File: src/rtl/alu_pkg.sv
// ---------------------------------------------------------------------------
// alu_pkg
// Shared constants for the ALU issue unit and the ALU itself:
//   - 4-bit ALUOperation codes presented to the ALU
//   - 3-bit ALUOp class codes coming from main control
//   - 6-bit R-type funct codes
//   - issue FSM state encoding (also exported on the debug port)
// ---------------------------------------------------------------------------
package alu_pkg;

    // ALUOperation codes (must match the ALU's decode)
    localparam logic [3:0] OP_AND      = 4'b0000;
    localparam logic [3:0] OP_OR       = 4'b0001;
    localparam logic [3:0] OP_NOR      = 4'b0010;
    localparam logic [3:0] OP_ADD      = 4'b0011;
    localparam logic [3:0] OP_SUB      = 4'b0100;
    localparam logic [3:0] OP_INC      = 4'b1001;
    localparam logic [3:0] OP_MULTPLUS = 4'b1010;
    localparam logic [3:0] OP_ILLEGAL  = 4'b1111;

    // ALUOp classes from main control
    localparam logic [2:0] CLS_ADD   = 3'b000;
    localparam logic [2:0] CLS_SUB   = 3'b001;
    localparam logic [2:0] CLS_RTYPE = 3'b010;
    localparam logic [2:0] CLS_AND   = 3'b011;
    localparam logic [2:0] CLS_OR    = 3'b100;

    // R-type funct codes
    localparam logic [5:0] FN_ADD      = 6'h20;
    localparam logic [5:0] FN_SUB      = 6'h22;
    localparam logic [5:0] FN_AND      = 6'h24;
    localparam logic [5:0] FN_OR       = 6'h25;
    localparam logic [5:0] FN_NOR      = 6'h27;
    localparam logic [5:0] FN_INC      = 6'h30;
    localparam logic [5:0] FN_MULTPLUS = 6'h31;

    // Issue FSM states
    typedef enum logic [1:0] {
        ST_IDLE = 2'd0,
        ST_EXEC = 2'd1,
        ST_DONE = 2'd2
    } state_e;

endpackage

File: src/rtl/alu_op_decoder.sv
// ---------------------------------------------------------------------------
// alu_op_decoder
// Combinational decode of {ALUOp class, funct} into the ALUOperation code.
// Ports:
//   alu_op_i   [2:0]  class from main control
//   funct_i    [5:0]  R-type funct field (only used for class 010)
//   code_o     [3:0]  ALUOperation code for the ALU
//   is_mult_o         code is MULTPLUS (needs the long execute window)
//   illegal_o         request does not map to any ALU operation
// ---------------------------------------------------------------------------
module alu_op_decoder
    import alu_pkg::*;
(
    input  logic [2:0] alu_op_i,
    input  logic [5:0] funct_i,
    output logic [3:0] code_o,
    output logic       is_mult_o,
    output logic       illegal_o
);

    always_comb begin
        code_o = OP_ILLEGAL;
        case (alu_op_i)
            CLS_ADD: code_o = OP_ADD;
            CLS_SUB: code_o = OP_SUB;
            CLS_AND: code_o = OP_AND;
            CLS_OR:  code_o = OP_OR;
            CLS_RTYPE: begin
                case (funct_i)
                    FN_ADD:      code_o = OP_ADD;
                    FN_SUB:      code_o = OP_SUB;
                    FN_AND:      code_o = OP_AND;
                    FN_OR:       code_o = OP_OR;
                    FN_NOR:      code_o = OP_NOR;
                    FN_INC:      code_o = OP_INC;
                    FN_MULTPLUS: code_o = OP_MULTPLUS;
                    default:     code_o = OP_ILLEGAL;
                endcase
            end
            default: code_o = OP_ILLEGAL;
        endcase
    end

    assign is_mult_o = (code_o == OP_MULTPLUS);
    assign illegal_o = (code_o == OP_ILLEGAL);

endmodule

File: src/rtl/alu_issue_unit.sv
// ---------------------------------------------------------------------------
// alu_issue_unit
// Issues one request at a time to a combinational 32-bit ALU. The decoded
// code and operands are held in registers for the whole execute window so
// the ALU can be timed as a multi-cycle path; the result is captured at the
// end of the window and held until the consumer takes it.
//
// Handshakes: a transfer happens on a rising edge where valid and ready are
// both high. in_ready is high only in IDLE; out_valid is high only in DONE
// and stays high with stable data until out_ready is seen.
//
// Ports:
//   clk, reset            clock, synchronous active-high reset
//   in_valid/in_ready     request handshake
//   in_alu_op, in_funct   request class and R-type funct
//   in_a, in_b            request operands
//   alu_operation         registered ALUOperation code to the ALU
//   alu_a, alu_b          registered operands to the ALU
//   alu_result, alu_zero  combinational ALU outputs
//   out_valid/out_ready   result handshake
//   out_result, out_zero  captured ALU outputs
//   out_error             request decoded to ILLEGAL
//   dbg_state             current FSM state (alu_pkg::state_e encoding)
// ---------------------------------------------------------------------------
module alu_issue_unit
    import alu_pkg::*;
#(
    parameter int DATA_WIDTH  = 32,
    parameter int MULT_CYCLES = 3,  // 1..15
    parameter int BASE_CYCLES = 1   // 1..15
) (
    input  logic                  clk,
    input  logic                  reset,
    input  logic                  in_valid,
    output logic                  in_ready,
    input  logic [2:0]            in_alu_op,
    input  logic [5:0]            in_funct,
    input  logic [DATA_WIDTH-1:0] in_a,
    input  logic [DATA_WIDTH-1:0] in_b,
    output logic [3:0]            alu_operation,
    output logic [DATA_WIDTH-1:0] alu_a,
    output logic [DATA_WIDTH-1:0] alu_b,
    input  logic [DATA_WIDTH-1:0] alu_result,
    input  logic                  alu_zero,
    output logic                  out_valid,
    input  logic                  out_ready,
    output logic [DATA_WIDTH-1:0] out_result,
    output logic                  out_zero,
    output logic                  out_error,
    output logic [1:0]            dbg_state
);

    localparam logic [3:0] MULT_LOAD = 4'(MULT_CYCLES);
    localparam logic [3:0] BASE_LOAD = 4'(BASE_CYCLES);

    state_e state_q, state_d;

    logic [3:0]            op_q;
    logic [DATA_WIDTH-1:0] a_q, b_q;
    logic [3:0]            cnt_q;
    logic [DATA_WIDTH-1:0] result_q;
    logic                  zero_q;
    logic                  err_q;

    logic [3:0] dec_code;
    logic       dec_is_mult;
    logic       dec_illegal;
    logic       accept;
    logic       last_exec;

    alu_op_decoder u_dec (
        .alu_op_i  (in_alu_op),
        .funct_i   (in_funct),
        .code_o    (dec_code),
        .is_mult_o (dec_is_mult),
        .illegal_o (dec_illegal)
    );

    assign accept    = (state_q == ST_IDLE) && in_valid;
    assign last_exec = (state_q == ST_EXEC) && (cnt_q == 4'd1);

    // FSM: state register
    always_ff @(posedge clk) begin
        if (reset) begin
            state_q <= ST_IDLE;
        end else begin
            state_q <= state_d;
        end
    end

    // FSM: next state
    always_comb begin
        state_d = state_q;
        case (state_q)
            ST_IDLE: if (in_valid)  state_d = ST_EXEC;
            ST_EXEC: if (cnt_q == 4'd1) state_d = ST_DONE;
            ST_DONE: if (out_ready) state_d = ST_IDLE;
            default: state_d = ST_IDLE;
        endcase
    end

    // FSM: outputs
    always_comb begin
        in_ready  = 1'b0;
        out_valid = 1'b0;
        case (state_q)
            ST_IDLE: in_ready  = 1'b1;
            ST_DONE: out_valid = 1'b1;
            default: ;
        endcase
    end

    // Datapath. Operand/code registers only load on accept, so the ALU
    // inputs are frozen for the whole execute window and while the result
    // waits in DONE.
    always_ff @(posedge clk) begin
        if (reset) begin
            op_q     <= OP_ILLEGAL;
            a_q      <= '0;
            b_q      <= '0;
            cnt_q    <= 4'd0;
            result_q <= '0;
            zero_q   <= 1'b0;
            err_q    <= 1'b0;
        end else begin
            if (accept) begin
                op_q  <= dec_code;
                a_q   <= in_a;
                b_q   <= in_b;
                cnt_q <= dec_is_mult ? MULT_LOAD : BASE_LOAD;
                err_q <= dec_illegal;
            end else if (state_q == ST_EXEC) begin
                cnt_q <= cnt_q - 4'd1;
            end
            if (last_exec) begin
                result_q <= alu_result;
                zero_q   <= alu_zero;
            end
        end
    end

    assign alu_operation = op_q;
    assign alu_a         = a_q;
    assign alu_b         = b_q;
    assign out_result    = result_q;
    assign out_zero      = zero_q;
    assign out_error     = err_q;
    assign dbg_state     = state_q;

endmodule
File: config.mk
export PLATFORM = sky130hd
export DESIGN_NAME = alu_issue_unit
export DESIGN_NICKNAME = d
export VERILOG_FILES = /design/src/rtl/alu_pkg.sv /design/src/rtl/alu_op_decoder.sv /design/src/rtl/alu_issue_unit.sv
export SDC_FILE = /design/constraint.sdc
export NUM_CORES = 1
export LEC_CHECK = 0
export ABC_AREA = 0
export CAP_MARGIN = 20
export CORE_ASPECT_RATIO = 1.4
export CORE_MARGIN = 5
export CORE_UTILIZATION = 35
export DETAILED_ROUTE_END_ITERATION = 6
export GPL_TIMING_DRIVEN = 1
export PLACE_DENSITY_LB_ADDON = 0.3
export SLEW_MARGIN = 20
export SYNTH_ARGS = -nofsm -noshare
export SYNTH_HDL_FRONTEND = slang
export SYNTH_SLANG_ARGS = --single-unit
File: constraint.sdc
create_clock -name clk -period 1.83 [get_ports clk]
set_clock_uncertainty 0.2 [all_clocks]
set_input_delay 0.183 -clock clk [delete_from_list [all_inputs] [get_ports clk]]
set_output_delay 0.183 -clock clk [all_outputs]
set_load 0.05 [all_outputs]
==> summary.md, run 1 <==
| Metric | Value |
|---|---|
| RR Endpoint | out_result[9] |
| Root Driver | clkbuf_16 |
| Number of fill cells | 1,013 |
| Post-detailed-routing wire length | 12,200 um |
| Fin crit share | 0.969 |
| Top_reg_cell synth | dfxtp_1 |
| Chip width | 100 um |
| Final setup vio count | 0 |
| I/O pin total | 216 |
| Post-synth EDFFs | 0 |
| Peak VDD IR | 590 uV |
| Pre-CTS WS | -369 ps |
| Total gr overflow | 0 |
| TritonCTS buffer count | 9 |
| Max-Cap Viols | 0 |
| Post-synth top cells | nand2_1, dfxtp_1, a21oi_1 |
| Leakage dissipation | 0.00266 uW |
| Drt first pass iters | 6 |
| Clk slew on worst S/H paths | 70 ps |
| Hold slack | 81.6 ps |
| Clock sinks | 108 |
| H-Tree Level Count | 3 |
| Crit-path max FO | 2 |
| Worst reg2reg setup slack | 180 ps |
| Drc violations | 0 |
| RR Startpoint | cnt_q[1] |
| HPWL Detailed | 9230 um |
| Unrepaired setup endpoints after global routing | no |
| Yosys top cell area share | 0.544 |
| Die span in y | 136 um |
| Vias in the first global route | 4,007 |
| Die area | 13,600 um2 |
| Syn Inst Count | 507 |
| Cell with the most instances after synthesis | nand2_1 |
| Post-synthesis register bit count | 108 |
| Core area | 11,200 um2 |
| Final RePlAce weighted congestion | 0.807 |
| Design area | 6490 um2 |
| Layout area overhead | 63.1% |
| Layout cells sized above 1 | 0.213 |
| Yosys top cell by area | dfxtp_1 |
| FF-to-FF path depth | 7 |
| CTS tree | done |
| Total Routing Usage GR | 0.172 |
| Hold Path Class | in -> reg |
| # nets final | 829 |
| Netlist cell types | 35 |
| WL/cell | 14.1 um |
| Vias | 4,074 |
| Synth async-reset ratio | 0 |
| Synth top area cells | dfxtp_1, nand2_1, a21oi_1 |
| Synth Net Count | 619 |
| Detail Route Antenna Nets | 0 |
| Min-Delay Endpoint | alu_b[19] |
| Count of pins over their slew limit | 0 |
| Critical Path RT | 1850 ps |
| Fin worst setup slack | 56.2 ps |
| Core Rows | 46 |
| Initial Utilization | 0.354 |
| Clock insertion delay at the later pin of the skew report | 340 ps |
| YS warnings | 0 |
| Initial detailed-routing violation count | 166 |
| Slew @ Worst Pin | 499 ps |
| Fin util | 0.578 |
| Headroom to the max-slew limit | 0.662 |
| Nature of the critical path startpoint | input pin |
| Crit Path Category | in -> reg |
| Pwr dens | 945 nW/um2 |
| Number of port buffers | 215 |
| CP endpoint kind | register |
| Overall power | 6130 uW |
| Register area share after synthesis | 0.544 |
| Largest net degree at the start of global routing | 47 |
| Avg Cell Area, Syn | 7.85 um2 |
| Longest Clk Path Bufs | 2 |
| Crit path DAT | 1790 ps |
| Final min period | 1770 ps |
| N_diodes | 0 |
| Maximum clock frequency | 564 MHz |
| Final Hold Vio Count | 0 |
| Vias per Instance | 4.70 |
| Post-DP Area | 6130 um2 |
| Outcome | completed |
| Synth Cell Area | 3980 um2 |
| Worst min-delay path startpoint | reset |
| First-pass GRT wire length | 18,900 um |
| Hold path depth | 2 |
| Initial antenna violation count | 0 |
[where the power goes]
part / leakage [uW] / switching (uW) / internal [uW]
sequential: 0.000884 / 85.8 / 2500
combinational: 0.00162 / 921 / 587
clock: 0.000156 / 873 / 1160
[metrics by stage]
step                      instances  setup TNS [ps]
after global placement          849            -582
after floorplan                 507               0
final                           866               0
after global routing            866               0
after CTS                       865               0
after detailed placement        849            -788
[critical path, cell delays in order]
cell             delay (ps)
clkdlybuf4s50_1         460
nor2b_2                 150
nand2_1                  90
or3_4                   380
a2111oi_4               410
o21bai_1                120
[flip-flops by register name, indices dropped and copies added, names as in the netlist]
name / cells
alu_a: 32
alu_b: 32
out_result: 32
alu_operation: 4
cnt_q: 4
dbg_state: 2
out_error: 1
out_zero: 1
[worst max path at each step]
| stage | from | endpoint | slack, ps | cells after the start |
|---|---|---|---|---|
| finish | in_funct[5] | alu_operation[0] | 60 | 6 |
| CTS | cnt_q[1] | out_result[9] | 40 | 7 |
| global route | in_funct[5] | alu_operation[0] | 7 | 6 |
| global placement | in_funct[0] | alu_operation[0] | -290 | 6 |
| floorplan | dbg_state[0] | alu_a[23] | 2 | 7 |
| detailed placement | in_funct[0] | alu_operation[0] | -370 | 6 |
[kinds of logic (layout without fill, tap and decap cells)]
| kind of cell | Yosys count | after routing | synth area share |
|---|---|---|---|
| AND/OR/NAND/NOR | 236 | 236 | 0.238 |
| adder cells (fa/ha/maj) | 2 | 2 | 0.00629 |
| flip-flops | 108 | 108 | 0.544 |
| multiplexers | 4 | 4 | 0.0104 |
| AO/OA/AOI/OAI | 118 | 118 | 0.159 |
| XOR/XNOR | 2 | 2 | 0.00440 |
| buffers and inverters | 37 | 252 | 0.0374 |
[repair_timing]
item	4_1_cts	5_1_grt
pin swaps	0	2
setup buffers	0	1
hold buffers	0	0
endpoints found under the setup margin	2	35
gates resized for setup	1	5
[layer usage]
layer,up-vias,wire length (um),GRT usage
li1,2067,-,-
met1,1858,4400,0.178
met2,132,6620,0.317
met3,17,984,0.0678
met4,0,195,0.0547
met5,-,0,0
[cell type report]
cell class | instances | area (um2) | share of cell area
Multi-Input combinational cell | 362 | 1710 | 0.263
Sequential cell | 108 | 2170 | 0.334
Clock inverter | 5 | 65.1 | 0.0100
Clock buffer | 11 | 254 | 0.0392
Tap cell | 144 | 180 | 0.0278
Timing Repair Buffer | 234 | 2100 | 0.324
Inverter | 2 | 7.51 | 0.00116
[placed cells by master (no fill, tap or decap), types with 2 or more instances in the layout]
cell / netlist / routed
nand2_1: 201 / 200
buf_4: 0 / 120
clkdlybuf4s50_1: 0 / 107
dfxtp_1: 108 / 106
a21oi_1: 105 / 105
nor2_1: 13 / 12
clkbuf_16: 0 / 10
buf_12: 0 / 6
nor2b_1: 5 / 3
mux2i_1: 3 / 3
inv_6: 0 / 3
inv_1: 2 / 2
o21bai_1: 2 / 2
nor2b_2: 0 / 2
and3b_1: 2 / 2
nand2b_1: 2 / 2
o211ai_1: 2 / 2
nor3_1: 2 / 2
nand3b_1: 2 / 2
nand3_1: 2 / 2
ha_1: 2 / 2
dfxtp_4: 0 / 2
Note: power is estimated with default switching activity, not from simulation.
==> run 2, diff against run 1 <==
- CORE_UTILIZATION: 35 -> 39
- clock period: 1.83 -> 1.9 ns (I/O delays scaled with it)
==> run 2 against run 1 <==
Against the previous run:
- global-route usage is 2.6 points higher
- non-clock buffer count is 3 lower
- worst setup slack worse by 22 ps
- power is 8.4% lower
- count of clock-buffer cells in the layout stayed put
- cell count is 1.6% lower
- combinational power is 3% lower
- routed wire length is 3.4% higher
- first-iteration DRC count is 20% lower
- sequential power is 4% lower
- flip-flop and latch count stayed put
- register-to-register slack better by 20 ps
==> summary.md, run 2 (synthesized netlist as in run 1, its figures left out) <==
| Metric | Value |
|---|---|
| Outcome | completed |
| Layout cells sized above 1 | 0.110 |
| Core Rows | 43 |
| Die span in y | 129 um |
| RR Endpoint | out_result[23] |
| Final RePlAce weighted congestion | 0.796 |
| Clock insertion delay at the later pin of the skew report | 340 ps |
| Layout area overhead | 67.6% |
| Crit Path Category | reg -> out |
| Final min period | 1870 ps |
| TritonCTS buffer count | 9 |
| Longest Clk Path Bufs | 2 |
| Chip width | 95.4 um |
| Slew @ Worst Pin | 572 ps |
| Count of pins over their slew limit | 0 |
| Post-detailed-routing wire length | 12,600 um |
| Die area | 12,300 um2 |
| Detail Route Antenna Nets | 0 |
| Drc violations | 0 |
| First-pass GRT wire length | 19,200 um |
| Peak VDD IR | 537 uV |
| CP bufs+invs | 1 |
| Clock sinks | 108 |
| CP peak stage delay | 810 ps |
| Number of port buffers | 215 |
| Max-Cap Viols | 0 |
| RR Startpoint | cnt_q[0] |
| Maximum clock frequency | 536 MHz |
| Area of the multi-input gates | 1700 um2 |
| Largest net degree at the start of global routing | 53 |
| Worst path top cell family by delay | buffers and inverters |
| Unrepaired setup endpoints after global routing | no |
| Most common cell after layout, fill and taps aside | nand2_1 |
| H-Tree Level Count | 3 |
| Final setup vio count | 0 |
| CP endpoint kind | primary output |
| Leakage dissipation | 0.00337 uW |
| Vias | 4,073 |
| CTS Hold Buffers Added | 0 |
| Commonest cells after routing, fill and taps aside | nand2_1, clkdlybuf4s50_1, dfxtp_1, a21oi_1 |
| Critical Path RT | 1510 ps |
| Vias in the first global route | 4,058 |
| Fin util | 0.670 |
| I/O pin total | 216 |
| Hold Path Class | in -> reg |
| Drt first pass iters | 4 |
| CP Depth | 1 |
| HPWL Detailed | 9440 um |
| Hold slack | 133 ps |
| FF-to-FF path depth | 6 |
| Initial antenna violation count | 0 |
| Setup TNS | 0 ps |
| Nature of the critical path startpoint | register |
| Storage cell area | 2160 um2 |
| Core area | 9950 um2 |
| Clk slew on worst S/H paths | 60 ps |
| Worst setup path endpoint | alu_b[22] |
| Crit path DAT | 1480 ps |
| N_diodes | 0 |
| Headroom to the max-slew limit | 0.618 |
| # nets final | 826 |
| CP max stage cell | clkdlybuf4s50_1 |
| WL/cell | 14.8 um |
| Crit-path max FO | 2 |
| CTS tree | done |
| Initial detailed-routing violation count | 132 |
| Worst setup path start | alu_b[22] |
| Critical-path cell list | clkdlybuf4s50_1 |
| Fin crit share | 0.982 |
| Total gr overflow | 0 |
| Pwr dens | 842 nW/um2 |
| Final Hold Vio Count | 0 |
| Vias per Instance | 4.78 |
| Worst reg2reg setup slack | 200 ps |
| Total Routing Usage GR | 0.199 |
| Initial Utilization | 0.400 |
| Number of fill cells | 808 |
| Root Driver | clkbuf_16 |
==> run 2: cell types whose count changed in the layout (fill, tap and decap cells not counted), moves of 2 or more <==
cell	delta
dlygate4sd2_1	+9
dfxtp_2	+2
inv_6	-3
dlymetal6s2s_1	+48
dfxtp_4	-2
nor2b_1	+2
clkinv_2	+3
clkdlybuf4s50_1	+10
buf_4	-71
nor2b_2	-2
==> run 2: worst min-delay path by stage <==
stage               slack [ps]  cells after the start     startpoint            end
finish                     130                      2          reset       cnt_q[0]
global route               170                      2          reset       cnt_q[0]
floorplan                  130                      2  alu_result[0]  out_result[0]
CTS                        120                      2          reset       cnt_q[0]
detailed placement         250                      2       alu_b[0]       alu_b[0]
global placement           240                      2      alu_a[25]      alu_a[25]
==> run 2: final cells by class <==
type,instances,share of cell area
clock inverters,3,0.00225
inverters,2,0.00113
clock buffers,11,0.0364
well taps,135,0.0253
multi-input cells,362,0.254
repair buffers,231,0.356
flip-flops and latches,108,0.325
==> run 2: routing by layer <==
layer | routed length (um) | share of wire | GRT usage
met1 | 4370 | 0.35 | 0.197
met2 | 6780 | 0.54 | 0.364
met3 | 1010 | 0.080 | 0.0656
met4 | 453 | 0.036 | 0.0969
met5 | 0 | 0 | 0
==> run 2: repair_timing <==
item                                    in CTS  in global routing
endpoints found under the hold margin        0                  0
pin swaps                                    0                  0
resized for setup                            9                 51
endpoints found under the setup margin       9                 58
setup buffers                                0                  0
==> run 2: power breakdown <==
part	switching, uW	internal, uW
Sequential	81.7	2410
Combinational	888	577
Clock	752	903
==> run 2: stage by stage <==
| step | setup WS, ps | std cells | instance area (um2) | total power [uW] |
|---|---|---|---|---|
| after global routing | 1.88 | 852 | 6670 | 5880 |
| after CTS | 0.279 | 852 | 6530 | 5680 |
| final | 34.3 | 852 | 6670 | 5610 |
| after detailed placement | -247 | 838 | 6280 | 4030 |
| after floorplan | 39.4 | 507 | 3990 | 3380 |
| after global placement | -224 | 838 | 6280 | 3990 |
==> run 3, diff against run 2 <==
- PLACE_DENSITY: not set -> 0.8
- PLACE_DENSITY_LB_ADDON: 0.3 -> not set
==> run 3 against run 2 <==
Against the previous run:
- die area is the same
- hold slack lost 17 ps
- first-iteration DRC count grew 17%
- worst setup slack lost 9.8 ps
- utilization grew 0.39 points
- flip-flop and latch count is the same
- via count grew 1.6%
- global-route usage shrank 0.43 points
- critical endpoint is now alu_b[21]
- largest cell class unchanged
- highest routed layer unchanged
==> summary.md, run 3 (synthesized netlist as in run 1, its figures left out) <==
| Metric | Value |
|---|---|
| Maximum clock frequency | 533 MHz |
| Outcome | completed |
| Psw | 1780 uW |
| Clock sinks | 108 |
| Crit path DAT | 1490 ps |
| Number of fill cells | 837 |
| Min-Delay Endpoint | cnt_q[2] |
| Hold path depth | 2 |
| Critical Path RT | 1510 ps |
| Post-detailed-routing wire length | 12,600 um |
| Clock Power Share | 0.337 |
| Final Hold Vio Count | 0 |
| Number of port buffers | 215 |
| # nets final | 825 |
| CP max stage cell | clkdlybuf4s50_1 |
| Crit Path Category | reg -> out |
| Slew @ Worst Pin | 536 ps |
| Final RePlAce weighted congestion | 0.811 |
| Clock insertion delay at the later pin of the skew report | 340 ps |
| Storage cell area | 2160 um2 |
| CP peak stage delay | 810 ps |
| Vias in the first global route | 4,108 |
| Initial antenna violation count | 0 |
| Die span in y | 129 um |
| Crit-path max FO | 2 |
| CP Depth | 1 |
| Final min period | 1880 ps |
| Layout cells sized above 1 | 0.117 |
| Leakage dissipation | 0.00332 uW |
| Chip width | 95.4 um |
| Drc violations | 0 |
| Initial detailed-routing violation count | 155 |
| Largest net degree at the start of global routing | 51 |
| Clk slew on worst S/H paths | 70 ps |
| Comb pwr share | 0.245 |
| Peak VDD IR | 708 uV |
| Detail Route Antenna Nets | 0 |
| Pwr dens | 889 nW/um2 |
| CTS Hold Buffers Added | 0 |
| Worst path top cell family by delay | buffers and inverters |
| Pre-CTS WS | -267 ps |
| Root Driver | clkbuf_16 |
| CP endpoint kind | primary output |
| CTS tree | done |
| Hold Path Class | in -> reg |
| Core Rows | 43 |
| Vias | 4,138 |
| RR Endpoint | out_result[20] |
| Hold slack | 116 ps |
| Count of pins over their slew limit | 0 |
| Layout area overhead | 68.5% |
| TritonCTS buffer count | 9 |
| Drt first pass iters | 4 |
| Setup Fix Bufs, Post-CTS | 0 |
| HPWL Detailed | 9420 um |
| Die area | 12,300 um2 |
| Final setup vio count | 0 |
| First-pass GRT wire length | 18,900 um |
| Commonest cells after routing, fill and taps aside | nand2_1, clkdlybuf4s50_1, dfxtp_1, a21oi_1, buf_4 |
| Total Routing Usage GR | 0.194 |
| Area of the multi-input gates | 1700 um2 |
| Core area | 9950 um2 |
| Nature of the critical path startpoint | register |
| Worst min-delay path startpoint | reset |
| I/O pin total | 216 |
| Cell internal pwr | 4180 uW |
| CP bufs+invs | 1 |
| N_diodes | 0 |
| Initial Utilization | 0.400 |
| Fin crit share | 0.987 |
| Total gr overflow | 0 |
| RR Startpoint | cnt_q[0] |
| Flop pwr share | 0.418 |
| FF-to-FF path depth | 6 |
| Max-Cap Viols | 0 |
| Critical-path cell list | clkdlybuf4s50_1 |
| Worst reg2reg setup slack | 220 ps |
| Longest Clk Path Bufs | 2 |
| H-Tree Level Count | 3 |
| WL/cell | 14.8 um |
| Headroom to the max-slew limit | 0.638 |
| Fin worst setup slack | 24.4 ps |
| Switch share | 0.299 |
| Vias per Instance | 4.85 |
| Most common cell after layout, fill and taps aside | nand2_1 |
## run 3: changes by cell type in the layout (fill, tap and decap cells not counted)
cell,change
inv_6,+1
bufinv_16,+2
clkinvlp_4,+2
dlygate4sd2_1,+2
clkdlybuf4s50_1,-2
buf_4,+3
dlymetal6s2s_1,-4
clkinv_2,-3
## run 3: how the worst max path moves through the flow
stage                                  end          from
after detailed placement  alu_operation[0]   in_funct[0]
after global placement    alu_operation[0]   in_funct[0]
final                            alu_b[21]     alu_b[21]
after floorplan               dbg_state[1]  dbg_state[1]
after global routing              out_zero      out_zero
after CTS                         alu_b[5]      alu_b[5]
## run 3: per-stage QoR
stage,util,area [um2],instances,total power (uW),setup TNS (ps)
after floorplan,-,3990,507,3380,0
after global placement,0.629,6260,837,3990,-429
after detailed placement,0.629,6260,837,4020,-506
after CTS,0.660,6570,853,6030,0
after global routing,0.674,6700,853,6220,-0.884
final,0.674,6700,853,5960,0
## run 3: cell type report
class | instances | share of cell area
timing repair buffer | 230 | 0.349
clock inverter | 5 | 0.0125
tap | 135 | 0.0252
multi-input combinational | 362 | 0.253
sequential | 108 | 0.323
inverter | 2 | 0.00112
clock buffer | 11 | 0.0362
## run 3: what timing repair did
item                                    in CTS  in global routing
endpoints found under the setup margin      11                 79
endpoints found under the hold margin        0                  0
gates resized for setup                     11                 47
## run 3: power groups by stage
stage / Clock, uW / Combinational, uW / Sequential [uW]
6_report: 2010 / 1460 / 2490
5_1_grt: 2150 / 1550 / 2510
4_1_cts: 2060 / 1470 / 2490
3_5_place_dp: 0 / 1480 / 2550
3_3_place_gp: 0 / 1450 / 2540
2_1_floorplan: 0 / 382 / 3000
## run 3: per-layer routing
layer	wire, um	part of all wire	global-route usage	vias up
met5	0	0	0	-
met4	373	0.030	0.0867	0
met3	844	0.067	0.0546	31
met2	6810	0.54	0.372	151
met1	4590	0.36	0.189	1898
li1	-	-	-	2058
